File: src/rtl/uart_pkg.sv
// Shared definitions for the ASCII register-access UART encoder and decoder:
// state encodings, frame types, ASCII constants and frame lengths.
package uart_pkg;

    typedef enum logic [1:0] {
        ST_IDLE = 2'd0,
        ST_SEND = 2'd1,
        ST_STOP = 2'd2
    } enc_state_e;

    typedef enum logic [1:0] {
        FR_NONE  = 2'd0,
        FR_FAIL  = 2'd1,
        FR_READ  = 2'd2,
        FR_WRITE = 2'd3
    } frame_e;

    localparam logic [7:0] ASC_R      = 8'h52;
    localparam logic [7:0] ASC_W      = 8'h57;
    localparam logic [7:0] ASC_F      = 8'h46;
    localparam logic [7:0] ASC_CR     = 8'h0D;
    localparam logic [7:0] ASC_LF     = 8'h0A;
    localparam logic [7:0] ASC_DIGIT0 = 8'h30;
    localparam logic [7:0] ASC_ALPHA_A = 8'h41;

    // Frame body lengths (type char plus hex chars), terminator excluded.
    localparam logic [3:0] LEN_FAIL  = 4'd1;
    localparam logic [3:0] LEN_READ  = 4'd11;
    localparam logic [3:0] LEN_WRITE = 4'd3;
    localparam logic [3:0] LEN_EOL   = 4'd2;

    function automatic logic [3:0] body_len(input frame_e t);
        case (t)
            FR_READ:  body_len = LEN_READ;
            FR_WRITE: body_len = LEN_WRITE;
            default:  body_len = LEN_FAIL;
        endcase
    endfunction

    function automatic logic [3:0] frame_len(input frame_e t, input bit eol);
        frame_len = body_len(t) + (eol ? LEN_EOL : 4'd0);
    endfunction

endpackage

File: src/rtl/uart_hex2asc.sv
// Combinational nibble to uppercase ASCII hex character converter.
module uart_hex2asc
    import uart_pkg::*;
(
    input  logic [3:0] nib_i,
    output logic [7:0] asc_o
);

    always_comb begin
        if (nib_i < 4'd10) begin
            asc_o = ASC_DIGIT0 + {4'h0, nib_i};
        end else begin
            asc_o = ASC_ALPHA_A + {4'h0, nib_i} - 8'd10;
        end
    end

endmodule

File: src/rtl/uart_enc.sv
// Frame encoder: turns a read/write/fail response request into an ASCII byte
// stream ('R'/'W'/'F', hex address/data, optional CR LF) on a valid/ready sink.
module uart_enc
    import uart_pkg::*;
#(
    parameter bit EOL_EN = 1'b1
) (
    input  logic        CLK,
    input  logic        RST,
    input  logic        START,
    input  logic        STATE_R_IN,
    input  logic        STATE_W_IN,
    input  logic        FAIL_IN,
    input  logic [7:0]  ADDR_IN,
    input  logic [31:0] DATA_IN,
    input  logic        TX_READY,
    output logic [7:0]  TX_DATA,
    output logic        TX_VALID,
    output logic        BUSY,
    output logic        DONE
);

    enc_state_e  state_q, state_d;
    frame_e      type_q, type_d, req_type;
    logic [3:0]  idx_q, idx_d;
    logic [7:0]  addr_q, addr_d;
    logic [31:0] data_q, data_d;
    logic [3:0]  nib;
    logic [3:0]  body;
    logic [3:0]  last_idx;
    logic [7:0]  hex_asc;
    logic [7:0]  byte_sel;

    always_ff @(posedge CLK or posedge RST) begin
        if (RST) begin
            state_q <= ST_IDLE;
            type_q  <= FR_NONE;
            idx_q   <= '0;
            addr_q  <= '0;
            data_q  <= '0;
        end else begin
            state_q <= state_d;
            type_q  <= type_d;
            idx_q   <= idx_d;
            addr_q  <= addr_d;
            data_q  <= data_d;
        end
    end

    always_comb begin
        if (FAIL_IN)                    req_type = FR_FAIL;
        else if (STATE_R_IN && !STATE_W_IN) req_type = FR_READ;
        else if (STATE_W_IN && !STATE_R_IN) req_type = FR_WRITE;
        else                            req_type = FR_NONE;
    end

    // Index 1-2 select address nibbles, 3-10 data nibbles, MS nibble first.
    always_comb begin
        case (idx_q)
            4'd1:    nib = addr_q[7:4];
            4'd2:    nib = addr_q[3:0];
            4'd3:    nib = data_q[31:28];
            4'd4:    nib = data_q[27:24];
            4'd5:    nib = data_q[23:20];
            4'd6:    nib = data_q[19:16];
            4'd7:    nib = data_q[15:12];
            4'd8:    nib = data_q[11:8];
            4'd9:    nib = data_q[7:4];
            4'd10:   nib = data_q[3:0];
            default: nib = '0;
        endcase
    end

    uart_hex2asc u_hex2asc (
        .nib_i (nib),
        .asc_o (hex_asc)
    );

    assign body     = body_len(type_q);
    assign last_idx = frame_len(type_q, EOL_EN) - 4'd1;

    always_comb begin
        if (idx_q == 4'd0) begin
            case (type_q)
                FR_READ:  byte_sel = ASC_R;
                FR_WRITE: byte_sel = ASC_W;
                default:  byte_sel = ASC_F;
            endcase
        end else if (idx_q < body) begin
            byte_sel = hex_asc;
        end else if (idx_q == body) begin
            byte_sel = ASC_CR;
        end else begin
            byte_sel = ASC_LF;
        end
    end

    always_comb begin
        state_d  = state_q;
        type_d   = type_q;
        idx_d    = idx_q;
        addr_d   = addr_q;
        data_d   = data_q;
        TX_DATA  = '0;
        TX_VALID = 1'b0;
        BUSY     = 1'b1;
        DONE     = 1'b0;
        case (state_q)
            ST_IDLE: begin
                BUSY = 1'b0;
                if (START && req_type != FR_NONE) begin
                    state_d = ST_SEND;
                    type_d  = req_type;
                    addr_d  = ADDR_IN;
                    data_d  = DATA_IN;
                    idx_d   = '0;
                end
            end
            ST_SEND: begin
                TX_VALID = 1'b1;
                TX_DATA  = byte_sel;
                if (TX_READY) begin
                    if (idx_q == last_idx) begin
                        state_d = ST_STOP;
                        idx_d   = '0;
                    end else begin
                        idx_d = idx_q + 4'd1;
                    end
                end
            end
            ST_STOP: begin
                DONE    = 1'b1;
                state_d = ST_IDLE;
                type_d  = FR_NONE;
                idx_d   = '0;
                addr_d  = '0;
                data_d  = '0;
            end
            default: begin
                state_d = ST_IDLE;
                type_d  = FR_NONE;
                idx_d   = '0;
                addr_d  = '0;
                data_d  = '0;
            end
        endcase
    end

endmodule

File: config.mk
export PLATFORM = sky130hd
export DESIGN_NAME = uart_enc
export DESIGN_NICKNAME = d
export VERILOG_FILES = /design/src/rtl/uart_pkg.sv /design/src/rtl/uart_hex2asc.sv /design/src/rtl/uart_enc.sv
export SDC_FILE = /design/constraint.sdc
export NUM_CORES = 1
export LEC_CHECK = 0
export BUFFER_PORTS_ARGS = -buffer_cell sky130_fd_sc_hd__buf_2
export CORE_MARGIN = 2
export CORE_UTILIZATION = 43
export CTS_BUF_LIST = sky130_fd_sc_hd__clkbuf_2
export CTS_CLUSTER_SIZE = 12
export DETAILED_ROUTE_END_ITERATION = 16
export GPL_TIMING_DRIVEN = 0
export PLACE_DENSITY = 0.69
export SYNTH_ARGS = -nofsm -noshare
export SYNTH_HDL_FRONTEND = slang
export SYNTH_SLANG_ARGS = --single-unit
File: constraint.sdc
create_clock -name CLK -period 6.55 [get_ports CLK]
set_input_delay 1.31 -clock CLK [delete_from_list [all_inputs] [get_ports CLK]]
set_output_delay 1.31 -clock CLK [all_outputs]
set_load 0.005 [all_outputs]
# [Word-level counts from Yosys, hierarchy flattened]
# Index checks and enable logic that the tools add are counted.
[classes] add_sub_neg=6 multipliers=0 div=0 n_lt_le_gt_ge=2 eq_ne=19 shift=0 mux=28 n_bitwise=1 reduce_logical=11
[op_table] operator="$pmux 32 s2" n=1
[op_table] operator="$mux 8" n=5
[op_table] operator="$pmux 4 s10" n=1
[op_table] operator="$mux 32" n=1
[op_table] operator="$eq 4x3->1 const B" n=4
[op_table] operator="$pmux 4 s2" n=2
[op_table] operator="$pmux 8 s2" n=1
[op_table] operator="$mux 2" n=7
[op_table] operator="$eq 4x4->1 const B" n=3
[op_table] operator="$mux 4" n=3
[op_table] operator="$pmux 5 s2" n=1
[op_table] operator="$add 7x4->8 const A" n=1
[op_table] operator="$eq 4x2->1 const B" n=2
[op_table] operator="$eq 4x4->1" n=2
[op_table] operator="$pmux 2 s2" n=2
[op_table] operator="$sub 8x4->8 const B" n=1
[op_table] operator="$add 6x4->7 const A" n=1
[op_table] operator="$eq 2x2->1 const B" n=3
[op_table] operator="$ne 2x2->1 const B" n=3
[op_table] operator="$add 4x1->4 const B" n=1
[op_table] operator="$add 4x2->4 const B" n=1
[op_table] operator="$eq 4x1->1 const B" n=1
[op_table] operator="$logic_not 4->1" n=1
[op_table] operator="$lt 4x4->1" n=1
[op_table] operator="other kinds (12)" n=18
[totals] ff_bits=48 latchBits=0 ram_bits=0 rom_bits=0 input_bits=47 output_inout_bits=11 elab_cells=72 memories=0

# [Depth between registers and ports, before layout]
[logic_depth] depth_word=9 ltp_mapped=11 ltp_nobuf=10

# [Cells and area by module]
# Synthesis repeated with hierarchy kept, for this count alone.
[unflattened] cells_unflattened=229 hier_area_um2=2637.5
[by_module_without_submodules] mod="uart_enc" instances=1 cells_each=213 area_per_inst_um2=2532.4 seq_area_each_um2=1201.2
[by_module_without_submodules] mod="uart_hex2asc" instances=1 cells_each=16 area_per_inst_um2=105.1 seq_area_each_um2=0.0

# [Worst setup path after synthesis]
# Ideal clock, no wire load.
[synth_timing] path_kind="register -> output" start="reg idx_q[0]" end="out TX_DATA[1]" t_arrival_ns=2.256 required_ns=5.240 slack_ns=2.984 stages_incl_launch_ff=10 n_path_buf=1 cell_sequence="dfrtp_1 ha_1 buf_6 a22o_1 a221oi_1 nor3b_1 nor3_1 ha_1 a221o_1 a21oi_1"
[synth_between] elab_chain_len=8 elab_cells_between_ends=23 cone_classes="3 x add/sub; 2 x order compare; 11 x eq/ne; 6 x mux; 1 x reduce/logical"
[synth_rtl] element="from (decl)" line_no="uart_enc.sv:25" source="logic [3:0] idx_q, idx_d;"
[synth_rtl] element="from (signal assigned)" line_no="uart_enc.sv:44" source="idx_q <= idx_d;"
[synth_rtl] element="$eq 4x4->1, or another cell as far along" line_no="uart_enc.sv:59" source="case (idx_q)"
[synth_rtl] element="$pmux 4 s10" line_no="uart_enc.sv:59"
[synth_rtl] element="$add 7x4->8" line_no="uart_hex2asc.sv:13" source="asc_o = ASC_ALPHA_A + {4'h0, nib_i} - 8'd10;"
[synth_rtl] element="$sub 8x4->8" line_no="uart_hex2asc.sv:13"
[synth_rtl] element="$mux 8" line_no="uart_hex2asc.sv:10" source="if (nib_i < 4'd10) begin"
[synth_rtl] element="$mux 8" line_no="uart_enc.sv:89" source="end else if (idx_q < body) begin"
[synth_rtl] element="$mux 8 *" line_no="uart_enc.sv:83" source="if (idx_q == 4'd0) begin"
[synth_rtl] element="$mux 8 *" line_no="uart_enc.sv:108" source="case (state_q)"
[synth_rtl] element="to (decl)" line_no="uart_enc.sv:17" source="output logic [7:0] TX_DATA,"
# Every way passes the cells marked *; elsewhere a longest branch is shown, timed or not.

# [Worst setup path in the final report]
[layout_timing] start="reg idx_q[1]" end="out TX_DATA[1]"
# The elaborated chain is that of the path after synthesis.

==> results.yml <==
sta:
  slew_headroom: 0.616
  fmax_ghz: 0.218
  rsz0062_at_grt: "no"
  whs_ns: 0.539
  skew_ns: 0.0183
  slew_violations: 0
  period_needed_ns: 4.59
  timing_worst_slew_pin_value_ns: 0.574
  finalHoldViolations: 0
  fin_ws_ns: 1.96
  setup_tns_ns: 0
  setup_viol: 0
  final.period_utilization: 0.701
power:
  power_frac_seq: 0.398
  ir_drop_uv: 193
  totalPowerFinal_mw: 1.31
  p_int_mw: 0.776
  p_leak_nw: 1.41
  clock_power_share: 0.123
  p_comb_frac: 0.479
  swShare: 0.406
  p_switching_mw: 0.530
  powerDensity_nw_per_um2: 443
global_routing:
  grt_overflow: 0
  antenna_found_initial: 0
  track_usage: 0.200
  grt_pass1_vias: 2057
  grt_max_degree: 29
  grt_pass1_wl_um: 9750
clock_network:
  cts_sinks: 48
  postCtsHoldBufs: 0
  htreeDepth: 2
  ctsResizeCount: 0
  post-cts-setup-buffer-count: 0
  cts_root_buf: "clkbuf_2"
  clk_latency_ns: 0.43
  cts_tree: "built"
  clk_path_buf_depth: 2
  clk_pin_slew_worst_paths_ns: 0.23
  numCtsBuffers: 5
setup_path:
  worstPathRequired_ns: 5.24
  crit_arrival_ns: 3.28
  path_max_fanout: 10
  endpoint_kind: "output pin"
  crit_type: "reg2out"
  cp-start-kind: "flop"
die:
  rows: 27
  die_h_um: 80.1
  io_pins: 58
  die_w_um: 80.1
  core_area_um2: 5540
  die_area_um2: 6420
  initial_core_util: 0.450
synth:
  synth_area_um2: 2490
  ys.flop_type: "dfrtp_1"
  synth_edf_count: 0
  yosysWarnings: 0
  yosys_register_bits: 48
  yosysTopAreaCell: "dfrtp_1"
  synth_top_cells_by_area: "dfrtp_1 48%, a22o_1 15%, ha_1 4.0%"
  avgSynthCellArea_um2: 10.9
  synth_nets: 283
  synth_top_area_frac: 0.482
  netlist_instances: 228
  async_flop_share: 1.00
  yosysSeqAreaShare: 0.482
  synth.distinct_cells: 44
placed_design:
  port_buffers: 56
  place_ws_ns: 2.49
  gp_congestion: 0.815
  hpwlAfterDp_um: 4450
drt:
  route.detailed.drc: 0
  first_iter_violations: 129
  drtPass1Iterations: 5
  num_vias: 2081
  wl_per_cell_um: 16.5
  ant_nets: 0
  post_drt_via_cell_ratio: 5.70
  routed_wl_um: 6020
final_layout:
  syn_to_final_growth_pct: 18.4
  num_antenna_cells: 0
  fin_util: 0.533
  mostFrequentLayoutCell: "buf_2"
  nets: 347
  final_cell_mix: "59 x buf_2, 48 x dfrtp_1, 43 x a22o_1, 15 x nand2_1, 13 x inv_1"
  final_layout_size_suffix_gt1_frac: 0.273
min_path:
  hp-class: "reg2reg"
job:
  cap_viol_max_count: 0
outcome:
  outcome: "complete, no violations"
==> through the flow <==
stage	instances	area (um^2)
floorplan	228	2490
global placement	356	2860
detailed placement	357	2880
CTS	365	2950
global route	365	2950
finish	365	2950
==> cell type report <==
cell class | instances | area (um^2)
Timing Repair Buffer | 57 | 300
Fill cell | 506 | 2590
Sequential cell | 48 | 1200
Clock inverter | 3 | 42.5
Tap cell | 72 | 90.1
Clock buffer | 5 | 25.0
Multi-Input combinational cell | 150 | 1150
Buffer | 16 | 90.1
Inverter | 14 | 52.6
==> kinds of logic after synthesis <==
kind of cell	after synthesis	synth area share
other	1	0.00150
xor gates and xnor gates	2	0.00703
muxes	1	0.00402
adders and majority gates	8	0.0402
buffers and inverters	30	0.0572
DFF	48	0.482
AOI/OAI and AO/OA	93	0.314
and+or+nand+nor	45	0.0944
==> critical path, stage by stage (launching register included) <==
cell and delay [ns]:
dfrtp_1 0.51, inv_1 0.10, ha_1 0.22, buf_6 0.16
a22o_1 0.23, a221oi_1 0.21, nor3b_1 0.08, nor3_1 0.44
ha_1 0.34, a221o_1 0.32, a21oi_1 0.14, buf_2 0.13
==> synthesized netlist by cell type (4+ instances only) <==
cell / number
a21oi_1: 7
a22o_1: 43
a22oi_1: 7
clkbuf_1: 8
dfrtp_1: 48
ha_1: 8
inv_1: 14
nand2_1: 15
nand2b_1: 4
nand3_1: 5
nor2_1: 7
nor3_1: 5
o21ai_0: 7
==> worst paths after layout <==
check	startpoint	endpoint	slack, ns	cells past startpoint
worst max-delay path	idx_q[1]	TX_DATA[1]	1.96	11
worst min-delay path	data_q[4]	data_q[4]	0.54	1
worst max register to register	type_q[0]	idx_q[2]	4.67	5
worst min register to register	data_q[4]	data_q[4]	0.54	1
max in group asynchronous	RST	addr_q[3]	5.22	3
min in group asynchronous	RST	data_q[12]	0.83	2
==> sequential cells by signal, summed over array words and instances, names as in the netlist <==
register,count
data_q,32
type_q,2
addr_q,8
idx_q,4
state_q,2
==> per-layer routing <==
layer / global-route usage / vias up / routed length (um)
met1: 0.275 / 996 / 2810
li1: - / 996 / -
met5: 0 / - / 0
met4: 0.0983 / 0 / 129
met3: 0.0303 / 10 / 358
met2: 0.308 / 79 / 2730
==> power groups by stage <==
stage	sequential, mW	combinational, mW	clock, mW
6_report	0.520	0.626	0.161
5_1_grt	0.537	0.696	0.175
4_1_cts	0.519	0.626	0.161
3_5_place_dp	0.526	0.623	0
3_3_place_gp	0.524	0.611	0
2_1_floorplan	0.496	0.466	0
(Power assumes the default switching activity.)
